--- config.mk ---
export PLATFORM = sky130hd
export DESIGN_NAME = csi2_lane_align_ctrl
export DESIGN_NICKNAME = d
export VERILOG_FILES = /design/src/rtl/csi2_rx_pkg.sv /design/src/rtl/csi2_lane_arrival.sv /design/src/rtl/csi2_lane_align_ctrl.sv
export SDC_FILE = /design/constraint.sdc
export NUM_CORES = 1
export LEC_CHECK = 0
export CAP_MARGIN = 10
export CORE_ASPECT_RATIO = 0.5
export CORE_MARGIN = 2
export CORE_UTILIZATION = 50
export CTS_CLUSTER_DIAMETER = 80
export CTS_CLUSTER_SIZE = 14
export DETAILED_ROUTE_END_ITERATION = 8
export PLACE_DENSITY = 0.77
export SYNTH_ARGS = -nofsm -noshare
export SYNTH_HDL_FRONTEND = slang
export SYNTH_SLANG_ARGS = --single-unit
--- constraint.sdc ---
create_clock -name clk_i -period 4.9 [get_ports clk_i]
set_clock_uncertainty 0.15 [all_clocks]
set_input_delay 1.47 -clock clk_i [delete_from_list [all_inputs] [get_ports clk_i]]
set_output_delay 1.47 -clock clk_i [all_outputs]
set_load 0.005 [all_outputs]
--- src/rtl/csi2_rx_pkg.sv ---
// Shared types and constants for the CSI-2 receive lane-alignment logic.
package csi2_rx_pkg;

  localparam int MAX_LANES = 4;

  typedef enum logic [2:0] {
    IDLE_S     = 3'd0,
    WAIT_SOT_S = 3'd1,
    CHECK_S    = 3'd2,
    ALIGNED_S  = 3'd3,
    ERR_S      = 3'd4
  } state_e;

endpackage

--- src/rtl/csi2_lane_arrival.sv ---
// Per-lane SoT arrival recorder: captures the burst counter on the first
// sync-byte pulse of a burst and holds it until the next clear.
module csi2_lane_arrival #(
  parameter int CNT_W = 7
) (
  input  logic             clk_i,
  input  logic             rst_i,
  input  logic             clear,
  input  logic             enable,
  input  logic             sot,
  input  logic [CNT_W-1:0] cnt,
  output logic             recorded,
  output logic [CNT_W-1:0] arrival
);

  logic             recorded_reg;
  logic [CNT_W-1:0] arrival_reg;

  // First SoT of the burst wins; later pulses leave the arrival untouched.
  always_ff @(posedge clk_i) begin
    if (rst_i || clear) begin
      recorded_reg <= 1'b0;
      arrival_reg  <= '0;
    end else if (enable && sot && !recorded_reg) begin
      recorded_reg <= 1'b1;
      arrival_reg  <= cnt;
    end
  end

  assign recorded = recorded_reg;
  assign arrival  = arrival_reg;

endmodule

--- src/rtl/csi2_lane_align_ctrl.sv ---
// CSI-2 lane alignment controller: measures per-lane SoT skew, produces
// deskew delays and a single aligned HS-active window, and flags errors.
module csi2_lane_align_ctrl
  import csi2_rx_pkg::*;
#(
  parameter  int LANES         = 2,
  parameter  int TIMEOUT_TICKS = 64,
  parameter  int MAX_SKEW      = 7,
  localparam int DLY_W         = (MAX_SKEW < 1) ? 1 : $clog2(MAX_SKEW + 1),
  localparam int CNT_W         = $clog2(TIMEOUT_TICKS + 1)
) (
  input  logic                   clk_i,
  input  logic                   rst_i,
  input  logic [2:0]             active_lanes_i,
  input  logic [LANES-1:0]       hs_data_valid_i,
  input  logic [LANES-1:0]       sot_det_i,
  output logic [LANES*DLY_W-1:0] lane_delay_o,
  output logic                   align_done_o,
  output logic                   hs_active_o,
  output logic                   err_timeout_o,
  output logic                   err_skew_o
);

  state_e               state_reg, state_next;
  logic [2:0]           act_n_reg, act_clamp;
  logic [CNT_W-1:0]     cnt_reg;
  logic [LANES-1:0]     act_mask, in_mask, recorded, hit;
  logic [CNT_W-1:0]     arrival [LANES];
  logic [CNT_W-1:0]     diff    [LANES];
  logic [CNT_W-1:0]     arr_max, arr_min, spread;
  logic                 skew_bad, all_done, any_valid, idle_start, to_timeout;
  logic                 burst_clear, wait_st;
  logic [LANES*DLY_W-1:0] lane_delay_reg;
  logic                 align_done_reg, hs_active_reg, err_timeout_reg, err_skew_reg;

  // Clamp the requested lane count into 1..LANES.
  always_comb begin
    act_clamp = active_lanes_i;
    if (active_lanes_i == 3'd0)
      act_clamp = 3'd1;
    else if (int'(active_lanes_i) > LANES)
      act_clamp = 3'(LANES);
  end

  assign wait_st     = (state_reg == WAIT_SOT_S);
  assign burst_clear = (state_reg == IDLE_S) && idle_start;

  generate
    for (genvar gi = 0; gi < LANES; gi++) begin : g_lane
      // Latched mask governs the burst; the live clamp decides burst start.
      assign act_mask[gi] = (act_n_reg > 3'(gi));
      assign in_mask[gi]  = (act_clamp > 3'(gi));
      assign hit[gi]      = wait_st && act_mask[gi] && sot_det_i[gi] && !recorded[gi];
      assign diff[gi]     = arr_max - arrival[gi];

      csi2_lane_arrival #(.CNT_W(CNT_W)) u_arrival (
        .clk_i    (clk_i),
        .rst_i    (rst_i),
        .clear    (burst_clear),
        .enable   (wait_st && act_mask[gi]),
        .sot      (sot_det_i[gi]),
        .cnt      (cnt_reg),
        .recorded (recorded[gi]),
        .arrival  (arrival[gi])
      );
    end
  endgenerate

  // A lane recorded this very cycle counts towards completion.
  assign all_done   = &(recorded | hit | ~act_mask);
  assign any_valid  = |(hs_data_valid_i & act_mask);
  assign idle_start = |(hs_data_valid_i & in_mask);

  // Max/min arrival over active lanes only.
  always_comb begin
    arr_max = '0;
    arr_min = '1;
    for (int i = 0; i < LANES; i++) begin
      if (act_mask[i]) begin
        if (arrival[i] > arr_max) arr_max = arrival[i];
        if (arrival[i] < arr_min) arr_min = arrival[i];
      end
    end
  end

  assign spread   = arr_max - arr_min;
  assign skew_bad = (int'(spread) > MAX_SKEW);

  // Next-state decision; completion beats timeout, timeout beats abort.
  always_comb begin
    state_next = state_reg;
    to_timeout = 1'b0;
    case (state_reg)
      IDLE_S:     if (idle_start) state_next = WAIT_SOT_S;
      WAIT_SOT_S: begin
        if (all_done) begin
          state_next = CHECK_S;
        end else if (cnt_reg == CNT_W'(TIMEOUT_TICKS - 1)) begin
          state_next = ERR_S;
          to_timeout = 1'b1;
        end else if (!any_valid) begin
          state_next = IDLE_S;
        end
      end
      CHECK_S:    state_next = skew_bad ? ERR_S : ALIGNED_S;
      ALIGNED_S:  if (!any_valid) state_next = IDLE_S;
      ERR_S:      if (!any_valid) state_next = IDLE_S;
      default:    state_next = IDLE_S;
    endcase
  end

  // State, burst counter, lane-count latch and registered outputs.
  always_ff @(posedge clk_i) begin
    if (rst_i) begin
      state_reg       <= IDLE_S;
      act_n_reg       <= 3'd1;
      cnt_reg         <= '0;
      lane_delay_reg  <= '0;
      align_done_reg  <= 1'b0;
      hs_active_reg   <= 1'b0;
      err_timeout_reg <= 1'b0;
      err_skew_reg    <= 1'b0;
    end else begin
      state_reg <= state_next;
      if (burst_clear) begin
        act_n_reg <= act_clamp;
        cnt_reg   <= '0;
      end else if (wait_st) begin
        cnt_reg <= cnt_reg + 1'b1;
      end
      if (state_reg == CHECK_S && !skew_bad) begin
        for (int i = 0; i < LANES; i++)
          lane_delay_reg[i*DLY_W +: DLY_W] <= act_mask[i] ? diff[i][DLY_W-1:0] : '0;
      end
      align_done_reg  <= (state_reg == CHECK_S) && !skew_bad;
      err_skew_reg    <= (state_reg == CHECK_S) && skew_bad;
      err_timeout_reg <= to_timeout;
      // Window stays up for the IDLE cycle right after the burst ends.
      hs_active_reg   <= (state_next == ALIGNED_S) || (state_reg == ALIGNED_S);
    end
  end

  assign lane_delay_o  = lane_delay_reg;
  assign align_done_o  = align_done_reg;
  assign hs_active_o   = hs_active_reg;
  assign err_timeout_o = err_timeout_reg;
  assign err_skew_o    = err_skew_reg;

endmodule

==> results of run 1 <==
==> cell usage after synthesis, types with 4 or more instances <==
master	count	area [um^2]
a211oi_1	4	30.0
a21oi_1	10	50.1
a31oi_1	4	25.0
clkbuf_1	11	41.3
dfxtp_1	39	781
ha_1	22	275
inv_1	16	60.1
mux2i_1	19	190
nand2_1	20	75.1
nand2b_1	7	43.8
nand3_1	10	50.1
nand4_1	4	25.0
nor2_1	47	176
nor3_1	6	30.0
o21a_1	8	60.1
o21ai_0	14	70.1
or3_1	5	31.3
xnor2_1	5	43.8
xor2_1	5	43.8
==> worst max-delay path by stage <==
stage,startpoint,to
floorplan,act_n_reg[2],lane_delay_o[0]
CTS,act_n_reg[2],lane_delay_o[0]
detailed placement,act_n_reg[2],lane_delay_o[3]
global route,act_n_reg[0],lane_delay_o[0]
global placement,act_n_reg[2],lane_delay_o[3]
finish,act_n_reg[2],lane_delay_o[3]
==> worst register-to-register path, stage by stage, from the launching register on <==
cell      delay [ns]
dfxtp_1         0.34
or2_1           0.28
nor2_4          0.14
nor2_1          0.08
ha_1            0.29
a211o_1         0.30
o211ai_1        0.12
o311a_1         0.25
nand2_2         0.12
nand2_1         0.08
o21a_1          0.17
inv_1           0.05
ha_1            0.26
and3b_1         0.20
or4_4           0.51
a21oi_2         0.16
o21ai_1         0.12
or3_1           0.38
mux2_4          0.31
mux2_4          0.30
==> cell usage in the layout, fill, tap and decap left out, drive strengths merged, types with 2 or more instances in the layout <==
cell | netlist | layout
o21ai | 15 | 15
nand4 | 4 | 4
a211oi | 4 | 4
or3 | 5 | 5
a21o | 2 | 2
xnor2 | 5 | 5
nand2 | 20 | 20
nand4b | 2 | 2
a21oi | 11 | 11
nor3 | 7 | 7
o211ai | 2 | 2
mux2i | 19 | 19
nor3b | 3 | 3
mux2 | 3 | 3
clkbuf | 11 | 6
dfxtp | 39 | 39
nor2b | 3 | 3
o21a | 8 | 8
ha | 22 | 22
clkdlybuf4s50 | 0 | 17
fa | 3 | 3
or2 | 4 | 4
nand2b | 7 | 7
a31oi | 4 | 4
nand3 | 10 | 10
buf | 1 | 12
xor2 | 5 | 5
inv | 16 | 17
nor2 | 47 | 47
o22ai | 2 | 2
==> logic make-up (layout without fill, tap and decap cells) <==
kind of cell | after synthesis | in the layout | share of synthesized area
simple gates | 119 | 119 | 0.234
compound gates | 56 | 56 | 0.146
flops | 39 | 39 | 0.312
buf+inv | 28 | 52 | 0.0450
fa+ha+maj | 25 | 25 | 0.134
mux | 22 | 22 | 0.0940
xor+xnor | 10 | 10 | 0.0350
==> metal layers <==
| layer | global-route usage | part of all wire | vias to the layer above |
|---|---|---|---|
| met5 | 0 | 0 | - |
| met4 | 0.0563 | 0.0069 | 0 |
| met3 | 0.0424 | 0.041 | 6 |
| met2 | 0.375 | 0.47 | 47 |
| met1 | 0.258 | 0.48 | 1049 |
| li1 | - | - | 1098 |
==> area by class of cell <==
type / count / area [um^2]
Inverter: 16 / 60.1
Clock inverter: 1 / 8.76
Tap cell: 70 / 87.6
Multi-Input combinational cell: 232 / 1640
Sequential cell: 39 / 781
Timing Repair Buffer: 29 / 260
Fill cell: 428 / 1940
Clock buffer: 6 / 82.6
==> power breakdown <==
| group | internal [mW] | total (mW) | switching, mW |
|---|---|---|---|
| combinational | 0.0905 | 0.209 | 0.119 |
| sequential | 0.323 | 0.331 | 0.00745 |
| clock | 0.113 | 0.226 | 0.112 |
| total | 0.527 | 0.766 | 0.239 |
==> metrics.md, run 1 <==
| Metric | Value |
|---|---|
| Status | `complete, no violations` |
| Syn Inst Count | `299` |
| Clock-pin slew on the worst setup and hold paths | `0.08 ns` |
| # setup viols final | `0` |
| Crit path largest cell delay | `0.51 ns` |
| Required time of the worst setup path | `4.93 ns` |
| Drt first pass iters | `4` |
| Post-DP Area | `around 0.0028 mm^2` |
| Synthesized area per cell | `8.37 um^2` |
| CP Depth | `19` |
| CTS H-tree lvls | `2` |
| CTS tree | `built` |
| Total die area | `0.00562 mm^2` |
| # resized after CTS | `0` |
| Non-filler cells, final | `393` |
| Residual DRC | `0` |
| Final Critical Period | `approximately 4.7 ns` |
| Dpl cells | `roughly 390` |
| Final Util | `0.601` |
| Post-route cell area | `0.00292 mm^2` |
| Fin crit share | `0.959` |
| Max Root-Sink Buffers | `2` |
| Number of synthesized flops with an enable pin | `0` |
| Hold Slack | `0.327 ns` |
| CTS buffer count | `5` |
| Post-CTS Hold Buffers | `0` |
| Die H | `54.0 um` |
| Hold Path Cell Cnt | `2` |
| All-Layer GR Usage | `0.206` |
| Worst slew pin tran | `0.726 ns` |
| Worst min path class | `flop to flop` |
| Initial Util | `0.514` |
| CTS root buf | `clkbuf_8` |
| Worst-path maximum fanout | `7` |
| Register area share after synthesis | `0.312` |
| Worst path bufs/invs | `1` |
| # port buffers | `17` |
| Mapped Nets | `333` |
| Final WL | `between 5000 and 6000 um` |
| DR vias/cell | `approximately 5.6` |
| Setup TNS | `0 ns` |
| Crit-path cells | `or2_1 -> nor2_4 -> nor2_1 -> ha_1 -> a211o_1 -> o211ai_1 -> o311a_1 -> nand2_2 -> nand2_1 -> o21a_1 -> inv_1 -> ha_1 -> and3b_1 -> or4_4 -> a21oi_2 -> o21ai_1 -> or3_1 -> mux2_4 -> mux2_4` |
| IO Pins | `19` |
| Yosys reg bits | `39` |
| Leak | `~1.2 nW` |
| Number of nets in the layout | `357` |
| Syn Std Cell Area | `~0.0025 mm^2` |
| Power per cell area | `262 mW/mm^2` |
| Final Power | `766 uW` |
| FP Rows | `18` |
| Share of cells above drive strength 1 | `0.102` |
| Violation count after the first detailed-routing iteration | `116` |
| DP HPWL | `4380 um` |
| Clock Latency Late Sink | `0.29 ns` |
| DR vias | `2200` |
| RePlAce Congestion | `0.944` |
| Top_reg_cell synth | `dfxtp_1` |
| Core Area | `slightly below 0.005 mm^2` |
| Pre-CTS WS | `0.0480 ns` |
| Worst Hold End | `act_n_reg[2]` |
| Die width | `104 um` |
| Largest net degree at the start of global routing | `25` |
| Diodes inserted | `0` |
| Depth of the most critical reg-to-reg path | `19` |
| Congestion Overflow GR | `0` |
| Post-DRT Antenna Nets | `0` |
| Area delta synth->final | `16.8%` |
| Critical R2R Launch | `act_n_reg[2]` |
| Largest register FFs | `14` |
| Clock sink count | `39` |
| Drt wl/cell | `~14 um` |
| Unrepaired setup endpoints after global routing | `no` |
| CP Launch Type | `flop` |
| Vias in the first global route | `2052` |
| Final hold vios | `0` |
| # Max-Cap Violations | `0` |
| Post-CTS Repair Setup Buffers | `0` |
| Reg2Reg Setup Slack | `0.20 ns` |
| Synth async-reset ratio | `0` |
| CP delay by family, top | `simple AND/OR/NAND/NOR gates` |
| Yosys warnings | `0` |
| Rel. slew slack | `0.513` |
| Min-delay src | `act_n_reg[2]` |
| Yosys cell types | `48` |
| RR Endpoint | `lane_delay_o[3]` |
| Fmax | `213 MHz` |
| CP endpoint kind | `flop` |
| Initial antenna violation count | `0` |
| Crit Path Class | `flop to flop` |
| Worst setup margin | `between 0.2 and 0.25 ns` |
| Worst path slowest cell | `or4_4` |
| Maximum resistive drop on vdd | `0.000154 V` |
| First-pass GRT wire length | `about 9000 um` |
| Slew Limit Fails | `0` |
| Worst EP arrival | `4.73 ns` |
Note: power is estimated with default switching activity, not from simulation.
==> run 2: changes to the inputs <==
--- a/config.mk
+++ b/config.mk
@@ -5,6 +5,7 @@
 export SDC_FILE = /design/constraint.sdc
 export NUM_CORES = 1
 export LEC_CHECK = 0
+export ABC_AREA = 0
 export CAP_MARGIN = 10
 export CORE_ASPECT_RATIO = 0.5
 export CORE_MARGIN = 2
@@ -13,6 +14,7 @@
 export CTS_CLUSTER_SIZE = 14
 export DETAILED_ROUTE_END_ITERATION = 8
 export PLACE_DENSITY = 0.77
+export SLEW_MARGIN = 0
 export SYNTH_ARGS = -nofsm -noshare
 export SYNTH_HDL_FRONTEND = slang
 export SYNTH_SLANG_ARGS = --single-unit
==> results of run 2 <==
The final DEF is identical to that of run 1; final timing and power are the same.
